[src/rtl/lcd_display_sequencer_pkg.sv]
// Shared encodings for the LCD display sequencer: states, command words, init ROM.
package lcd_pkg;

  typedef enum logic [2:0] {
    ST_PWR_WAIT,
    ST_INIT,
    ST_CLR_WAIT,
    ST_IDLE,
    ST_ADDR1,
    ST_CHARS,
    ST_ADDR2
  } state_t;

  localparam int          RS_BIT    = 9;
  localparam int          RW_BIT    = 8;
  localparam logic [9:0]  IDLE_WORD = 10'h100;
  localparam logic [7:0]  CMD_ADDR1 = 8'h80;
  localparam logic [7:0]  CMD_ADDR2 = 8'hC0;
  localparam logic [4:0]  INIT_LAST = 5'd5;

  // Instruction write: RS=0, RW=0
  function automatic logic [9:0] cmd_word(input logic [7:0] c);
    return {2'b00, c};
  endfunction

  // Data write: RS=1, RW=0
  function automatic logic [9:0] char_word(input logic [7:0] c);
    logic [9:0] w;
    w = {2'b00, c};
    w[RS_BIT] = 1'b1;
    w[RW_BIT] = 1'b0;
    return w;
  endfunction

  // Power-on sequence: 8-bit wakeup, switch to 4-bit, 2 lines, entry mode, display on, clear
  function automatic logic [9:0] init_word(input logic [4:0] i);
    logic [9:0] w;
    case (i)
      5'd0:    w = 10'h033;
      5'd1:    w = 10'h032;
      5'd2:    w = 10'h028;
      5'd3:    w = 10'h006;
      5'd4:    w = 10'h00C;
      default: w = 10'h001;
    endcase
    return w;
  endfunction

endpackage

[src/rtl/lcd_display_sequencer_if.sv]
// User-side bus of the sequencer: buffer writes, refresh request and the command word stream.
interface lcd_display_sequencer_if;
  logic       wr_en;
  logic [4:0] wr_addr;
  logic [7:0] wr_char;
  logic       refresh;
  logic [9:0] lcd_data;
  logic       ready;
  logic       busy;
  logic       slot_tick;

  modport master (
    output wr_en, wr_addr, wr_char, refresh,
    input  lcd_data, ready, busy, slot_tick
  );

  modport slave (
    input  wr_en, wr_addr, wr_char, refresh,
    output lcd_data, ready, busy, slot_tick
  );
endinterface

[src/rtl/lcd_display_sequencer_text_buffer.sv]
// 32x8 text buffer (2 lines x 16): one write port, combinational read, resets to spaces.
module lcd_text_buffer (
  input  logic       clk,
  input  logic       reset,
  input  logic       wr_en,
  input  logic [4:0] wr_addr,
  input  logic [7:0] wr_char,
  input  logic [4:0] rd_addr,
  output logic [7:0] rd_char
);

  logic [7:0] mem [32];

  always_ff @(posedge clk or negedge reset) begin
    if (!reset) begin
      for (int i = 0; i < 32; i++) mem[i] <= 8'h20;
    end else if (wr_en) begin
      mem[wr_addr] <= wr_char;
    end
  end

  assign rd_char = mem[rd_addr];

endmodule

[src/rtl/lcd_display_sequencer.sv]
// Slot-paced command sequencer for the 4-bit LCD nibble engine: power-on init, then full rewrites.
// Optional LCD_AUTO_REFRESH_EN: any buffer write schedules a rewrite without a refresh pulse.
module lcd_display_sequencer
  import lcd_pkg::*;
#(
  parameter int SLOT_CYCLES = 2080,
  parameter int POWER_SLOTS = 361,
  parameter int CLEAR_SLOTS = 40
) (
  input logic                    clk,
  input logic                    reset,
  lcd_display_sequencer_if.slave bus
);

  localparam int CNT_W    = (SLOT_CYCLES > 1) ? $clog2(SLOT_CYCLES) : 1;
  localparam int WAIT_MAX = (POWER_SLOTS > CLEAR_SLOTS) ? POWER_SLOTS : CLEAR_SLOTS;
  localparam int WAIT_W   = $clog2(WAIT_MAX + 1);
  localparam logic [CNT_W-1:0]  SLOT_LAST  = CNT_W'(SLOT_CYCLES - 1);
  localparam logic [WAIT_W-1:0] POWER_LAST = WAIT_W'(POWER_SLOTS - 1);
  localparam logic [WAIT_W-1:0] CLEAR_LAST = WAIT_W'(CLEAR_SLOTS - 1);

  logic [CNT_W-1:0]  slot_cnt_reg;
  logic              slot_tick;
  state_t            state_reg, state_next;
  logic [4:0]        idx_reg, idx_next;
  logic [WAIT_W-1:0] wait_reg, wait_next;
  logic [9:0]        data_reg, data_next;
  logic              pending_reg, pending_next;
  logic              start, consume;
  logic [4:0]        char_idx;
  logic [7:0]        rd_char;

  assign slot_tick = (slot_cnt_reg == SLOT_LAST);

  always_ff @(posedge clk or negedge reset) begin
    if (!reset)         slot_cnt_reg <= '0;
    else if (slot_tick) slot_cnt_reg <= '0;
    else                slot_cnt_reg <= slot_cnt_reg + 1'b1;
  end

  lcd_text_buffer u_buf (
    .clk     (clk),
    .reset   (reset),
    .wr_en   (bus.wr_en),
    .wr_addr (bus.wr_addr),
    .wr_char (bus.wr_char),
    .rd_addr (char_idx),
    .rd_char (rd_char)
  );

  // Index of the character loaded at the coming slot boundary
  always_comb begin
    case (state_reg)
      ST_ADDR1: char_idx = 5'd0;
      ST_ADDR2: char_idx = 5'd16;
      default:  char_idx = idx_reg + 5'd1;
    endcase
  end

`ifdef LCD_AUTO_REFRESH_EN
  logic dirty_reg, dirty_next;
  assign start      = pending_reg | dirty_reg;
  assign dirty_next = bus.wr_en | (dirty_reg & ~consume);
  always_ff @(posedge clk or negedge reset) begin
    if (!reset) dirty_reg <= 1'b0;
    else        dirty_reg <= dirty_next;
  end
`else
  assign start = pending_reg;
`endif

  always_comb begin
    state_next = state_reg;
    idx_next   = idx_reg;
    wait_next  = wait_reg;
    data_next  = data_reg;
    consume    = 1'b0;
    if (slot_tick) begin
      case (state_reg)
        ST_PWR_WAIT: begin
          if (wait_reg == POWER_LAST) begin
            state_next = ST_INIT;
            idx_next   = 5'd0;
            data_next  = init_word(5'd0);
          end else begin
            wait_next = wait_reg + 1'b1;
          end
        end
        ST_INIT: begin
          if (idx_reg == INIT_LAST) begin
            state_next = ST_CLR_WAIT;
            wait_next  = '0;
            data_next  = IDLE_WORD;
          end else begin
            idx_next  = idx_reg + 5'd1;
            data_next = init_word(idx_reg + 5'd1);
          end
        end
        ST_CLR_WAIT: begin
          if (wait_reg == CLEAR_LAST) begin
            state_next = ST_IDLE;
            data_next  = IDLE_WORD;
          end else begin
            wait_next = wait_reg + 1'b1;
          end
        end
        ST_IDLE: begin
          if (start) begin
            state_next = ST_ADDR1;
            data_next  = cmd_word(CMD_ADDR1);
            consume    = 1'b1;
          end
        end
        ST_ADDR1, ST_ADDR2: begin
          state_next = ST_CHARS;
          idx_next   = char_idx;
          data_next  = char_word(rd_char);
        end
        ST_CHARS: begin
          if (idx_reg == 5'd15) begin
            state_next = ST_ADDR2;
            data_next  = cmd_word(CMD_ADDR2);
          end else if (idx_reg == 5'd31) begin
            state_next = ST_IDLE;
            idx_next   = 5'd0;
            data_next  = IDLE_WORD;
          end else begin
            idx_next  = char_idx;
            data_next = char_word(rd_char);
          end
        end
        default: begin
          state_next = ST_PWR_WAIT;
          wait_next  = '0;
          data_next  = IDLE_WORD;
        end
      endcase
    end
    // A request on the consuming edge survives as one more rewrite
    pending_next = bus.refresh | (pending_reg & ~consume);
  end

  always_ff @(posedge clk or negedge reset) begin
    if (!reset) begin
      state_reg   <= ST_PWR_WAIT;
      idx_reg     <= '0;
      wait_reg    <= '0;
      data_reg    <= IDLE_WORD;
      pending_reg <= 1'b0;
    end else begin
      state_reg   <= state_next;
      idx_reg     <= idx_next;
      wait_reg    <= wait_next;
      data_reg    <= data_next;
      pending_reg <= pending_next;
    end
  end

  assign bus.lcd_data  = data_reg;
  assign bus.slot_tick = slot_tick;
  assign bus.busy      = (state_reg != ST_IDLE);
`ifdef LCD_AUTO_REFRESH_EN
  assign bus.ready     = (state_reg == ST_IDLE) && !pending_reg && !dirty_reg;
`else
  assign bus.ready     = (state_reg == ST_IDLE) && !pending_reg;
`endif

endmodule
[src/flat_wrapper.sv]
// flat-port wrapper written by rule: the top's interface ports become plain ports
module lcd_display_sequencer_flat import lcd_pkg::*;
#(
  parameter int SLOT_CYCLES = 2080,
  parameter int POWER_SLOTS = 361,
  parameter int CLEAR_SLOTS = 40
)
  (clk, reset, bus_wr_en, bus_wr_addr, bus_wr_char, bus_refresh, bus_lcd_data, bus_ready, bus_busy, bus_slot_tick);
  lcd_display_sequencer_if bus_i ();
  input logic clk;
  input logic reset;
  input wire logic [$bits(bus_i.wr_en)-1:0] bus_wr_en;
  input wire logic [$bits(bus_i.wr_addr)-1:0] bus_wr_addr;
  input wire logic [$bits(bus_i.wr_char)-1:0] bus_wr_char;
  input wire logic [$bits(bus_i.refresh)-1:0] bus_refresh;
  output wire logic [$bits(bus_i.lcd_data)-1:0] bus_lcd_data;
  output wire logic [$bits(bus_i.ready)-1:0] bus_ready;
  output wire logic [$bits(bus_i.busy)-1:0] bus_busy;
  output wire logic [$bits(bus_i.slot_tick)-1:0] bus_slot_tick;
  assign bus_i.wr_en = bus_wr_en;
  assign bus_i.wr_addr = bus_wr_addr;
  assign bus_i.wr_char = bus_wr_char;
  assign bus_i.refresh = bus_refresh;
  assign bus_lcd_data = bus_i.lcd_data;
  assign bus_ready = bus_i.ready;
  assign bus_busy = bus_i.busy;
  assign bus_slot_tick = bus_i.slot_tick;
  lcd_display_sequencer #(.SLOT_CYCLES(SLOT_CYCLES), .POWER_SLOTS(POWER_SLOTS), .CLEAR_SLOTS(CLEAR_SLOTS)) u_core (.clk(clk), .reset(reset), .bus(bus_i));
endmodule
[config.mk]
export PLATFORM = sky130hd
export DESIGN_NAME = lcd_display_sequencer_flat
export DESIGN_NICKNAME = d
export VERILOG_FILES = /design/src/rtl/lcd_display_sequencer_pkg.sv /design/src/rtl/lcd_display_sequencer_if.sv /design/src/rtl/lcd_display_sequencer_text_buffer.sv /design/src/rtl/lcd_display_sequencer.sv /design/src/flat_wrapper.sv
export SDC_FILE = /design/constraint.sdc
export NUM_CORES = 1
export LEC_CHECK = 0
export CAP_MARGIN = 20
export CORE_MARGIN = 4
export CORE_UTILIZATION = 35
export DETAILED_ROUTE_END_ITERATION = 6
export PLACE_DENSITY = 0.6
export SYNTH_ARGS = -nofsm -noshare
export SYNTH_HDL_FRONTEND = slang
export SYNTH_HIERARCHICAL = 1
export SYNTH_SLANG_ARGS = --single-unit
export TNS_END_PERCENT = 20
[constraint.sdc]
create_clock -name clk -period 8.6 [get_ports clk]
set_input_delay 2.15 -clock clk [delete_from_list [all_inputs] [get_ports clk]]
set_output_delay 2.15 -clock clk [all_outputs]
set_load 0.03 [all_outputs]
==> impl_metrics.py <==
metrics = {
    "status": {
        "outcome": "complete, no violations",
    },
    "placement": {
        "place_ws_ns": 4.14,
        "io_buffers": 29,
        "gp_congestion": 0.800,
        "placed_cells": 1476,
        "dpl.hpwl_mm": 20.0,
        "dpl-instance-area_sq_mm": 0.0150,
    },
    "routing": {
        "routed-wl-met3_mm": 1.31,
        "routed-via-count": 8189,
        "wl_per_cell_um": 20.9,
        "dr_wl_met2_mm": 14.8,
        "drc": 0,
        "drt-met1-wl_mm": 15.5,
        "routed_wl_mm": 32.2,
        "drt-initial-drc-count": 528,
        "dr.pass1.iters": 5,
        "viasPerCell": 5.32,
        "highest_layer": "met4",
        "antenna_left": 0,
    },
    "sta": {
        "hold_viol_final": 0,
        "finalCriticalPeriod_ns": 4.69,
        "fin_crit_sh_pct": 54.5,
        "hold_slack_ns": 0.467,
        "timing.slew.headroom_pct": 23.5,
        "setup_slack_ns": 3.91,
        "rsz0062_at_grt": "no",
        "slew_violations": 0,
        "max_freq_ghz": 0.213,
        "tns_ns": 0,
        "worst_pin_slew_ns": 1.14,
        "clock_skew_ns": 0.0215,
        "finalSetupViolCount": 0,
    },
    "synth": {
        "ys.flop_type": "dfrtp_1",
        "seq_area_frac_synth_pct": 52.5,
        "synth_edf_count": 0,
        "synth_cells": 972,
        "ys_warn_count": 6,
        "yosys.area.top_type": "dfrtp_1",
        "syn_nets": 1000,
        "synth_top_area_share_pct": 46.4,
        "synth_area_leaders": "dfrtp_1, mux2_2, mux4_2",
        "synth_area_per_cell_sq_um": 14.6,
        "synth_most_common_cell": "mux2_2",
        "synth_commonest_cells": "mux2_2, dfrtp_1, mux4_2, nand2_1, clkbuf_1",
        "ys_types": 62,
        "ys_ff_latch": 296,
        "synthesis.area_sq_mm": 0.0142,
        "synthArstFlopShare_pct": 100,
    },
    "cells_and_area": {
        "drive_gt1_share_pct": 45.2,
        "antennaDiodeCount": 0,
        "fillers": 3676,
        "fin_cells": 1538,
        "area_growth_pct": 13.2,
        "nNetsFinal": 1016,
        "postLayoutCoreUtil_pct": 40.3,
        "stdcell_area_sq_mm": 0.0161,
        "largest_reg_flops": 256,
    },
    "clock_network": {
        "cts_tree": "yes",
        "clkTransAtPathRegs_ns": 0.06,
        "post_cts_buffers": 0,
        "holdBufCountCts": 0,
        "cts_sinks": 296,
        "clock-root-buffer": "clkbuf_16",
        "h-tree-depth": 2,
        "ctsResizeCount": 0,
        "cts_buffer_depth": 3,
        "cts_buffers": 34,
        "insertion_delay_ns": 0.53,
    },
    "floorplanning": {
        "dieArea_sq_mm": 0.0438,
        "num_rows": 73,
        "pin_count": 30,
        "die_height_um": 209,
        "initial_utilization_pct": 35.6,
        "die_width_um": 209,
        "core_area_sq_mm": 0.0399,
    },
    "global_routing": {
        "grt_max_degree": 202,
        "grt_use_total_pct": 14.9,
        "gr-total-overflow": 0,
        "antenna_found_initial": 0,
        "grt_pass1_wl_mm": 51.4,
        "grt_pass1_vias": 8425,
    },
    "setup_path": {
        "crit_type": "reg -> out",
        "rrSetupSlack_ns": 4.14,
        "critPathLaunchType": "register",
        "arrival_ns": 2.54,
        "worstPathMaxFanout": 5,
        "end_kind": "primary output",
        "required_ns": 6.45,
    },
    "power_and_ir_drop": {
        "power_density_mw_per_mm2": 222,
        "power_mw": 3.56,
        "p_int_mw": 2.73,
        "seqPwrFrac_pct": 49.3,
        "clock_power_share_pct": 38.1,
        "p_sw_share_pct": 23.4,
        "p_comb_share_pct": 12.6,
        "irDropWorstVdd_mv": 0.109,
        "power.leakage_nw": 6.85,
        "p_switching_mw": 0.835,
    },
    "hold_path": {
        "hp-class": "reg -> reg",
    },
    "job": {
        "drv_cap": 0,
    },
}
-- final timing paths --
check,start,endpoint,depth (start not counted)
max in group asynchronous,reset,u_core/u_buf/mem[72]$_DFFE_PN0P_,2
min,u_core/bus.lcd_data[8]$_DFFE_PN1P_,u_core/bus.lcd_data[8]$_DFFE_PN1P_,2
max reg2reg,u_core/state_reg[0]$_DFFE_PN0P_,u_core/bus.lcd_data[6]$_DFFE_PN0P_,10
min reg2reg,u_core/bus.lcd_data[8]$_DFFE_PN1P_,u_core/bus.lcd_data[8]$_DFFE_PN1P_,2
min in group asynchronous,reset,u_core/wait_reg[8]$_DFFE_PN0P_,1
max,u_core/slot_cnt_reg[0]$_DFF_PN0_,bus_slot_tick,4
-- power groups by stage --
stage          registers (mW)  logic (mW)  clock network (mW)
2_1_floorplan            1.74       0.343                   0
3_3_place_gp             1.77       0.439                   0
3_5_place_dp             1.78       0.455                   0
4_1_cts                  1.76       0.456                1.40
5_1_grt                  1.78       0.492                1.46
6_report                 1.76       0.449                1.36
-- final cells by class --
class | count | area (sq um) | area share, %
clock buffer | 57 | 998 | 6.21
clock inverter | 4 | 42.5 | 0.265
inverter | 9 | 33.8 | 0.210
multi-input combinational | 604 | 6450 | 40.2
sequential | 296 | 7450 | 46.4
tap | 525 | 657 | 4.09
timing repair buffer | 43 | 435 | 2.71
-- metal layers --
| layer | vias up | GRT usage, % |
|---|---|---|
| li1 | 3651 | - |
| met1 | 4358 | 22.4 |
| met2 | 145 | 22.5 |
| met3 | 35 | 2.38 |
| met4 | 0 | 4.03 |
| met5 | - | 0 |
-- placed cells by master, fill, tap and decap left out, drive strengths merged, types with 3 or more instances in the layout --
cell type        n
nand3b           6
a21o             9
nor3             6
nand2           46
o21ai           20
nand2b           4
inv              9
clkdlybuf4s50   28
nor3b            6
a22oi            5
and3            12
o31ai            7
dfstp           33
a21oi            7
clkbuf          57
xor2             7
o41ai            3
mux2           265
nor2            38
ha              11
buf             15
dfrtp          263
xnor2            5
clkinv           4
nand3           24
nor2b            9
mux4            80
a31oi            3
-- worst max-delay path, cell delays in order (launching register included) --
cell,delay (ns)
dfrtp_1,0.41
ha_1,0.25
nor4bb_1,0.28
and3_1,0.37
clkdlybuf4s50_1,0.73
-- cell families (layout without fill, tap and decap cells) --
family          count (synthesis)  after routing  synth area share (%)
fa+ha+maj                      11             11                 0.969
flops                         296            296                  52.5
buf+inv                        72            113                  2.23
simple gates                  167            167                  6.29
mux                           346            346                  33.8
xor+xnor                       12             12                 0.740
compound gates                 68             68                  3.52
Power figures use the tool's default switching activity.
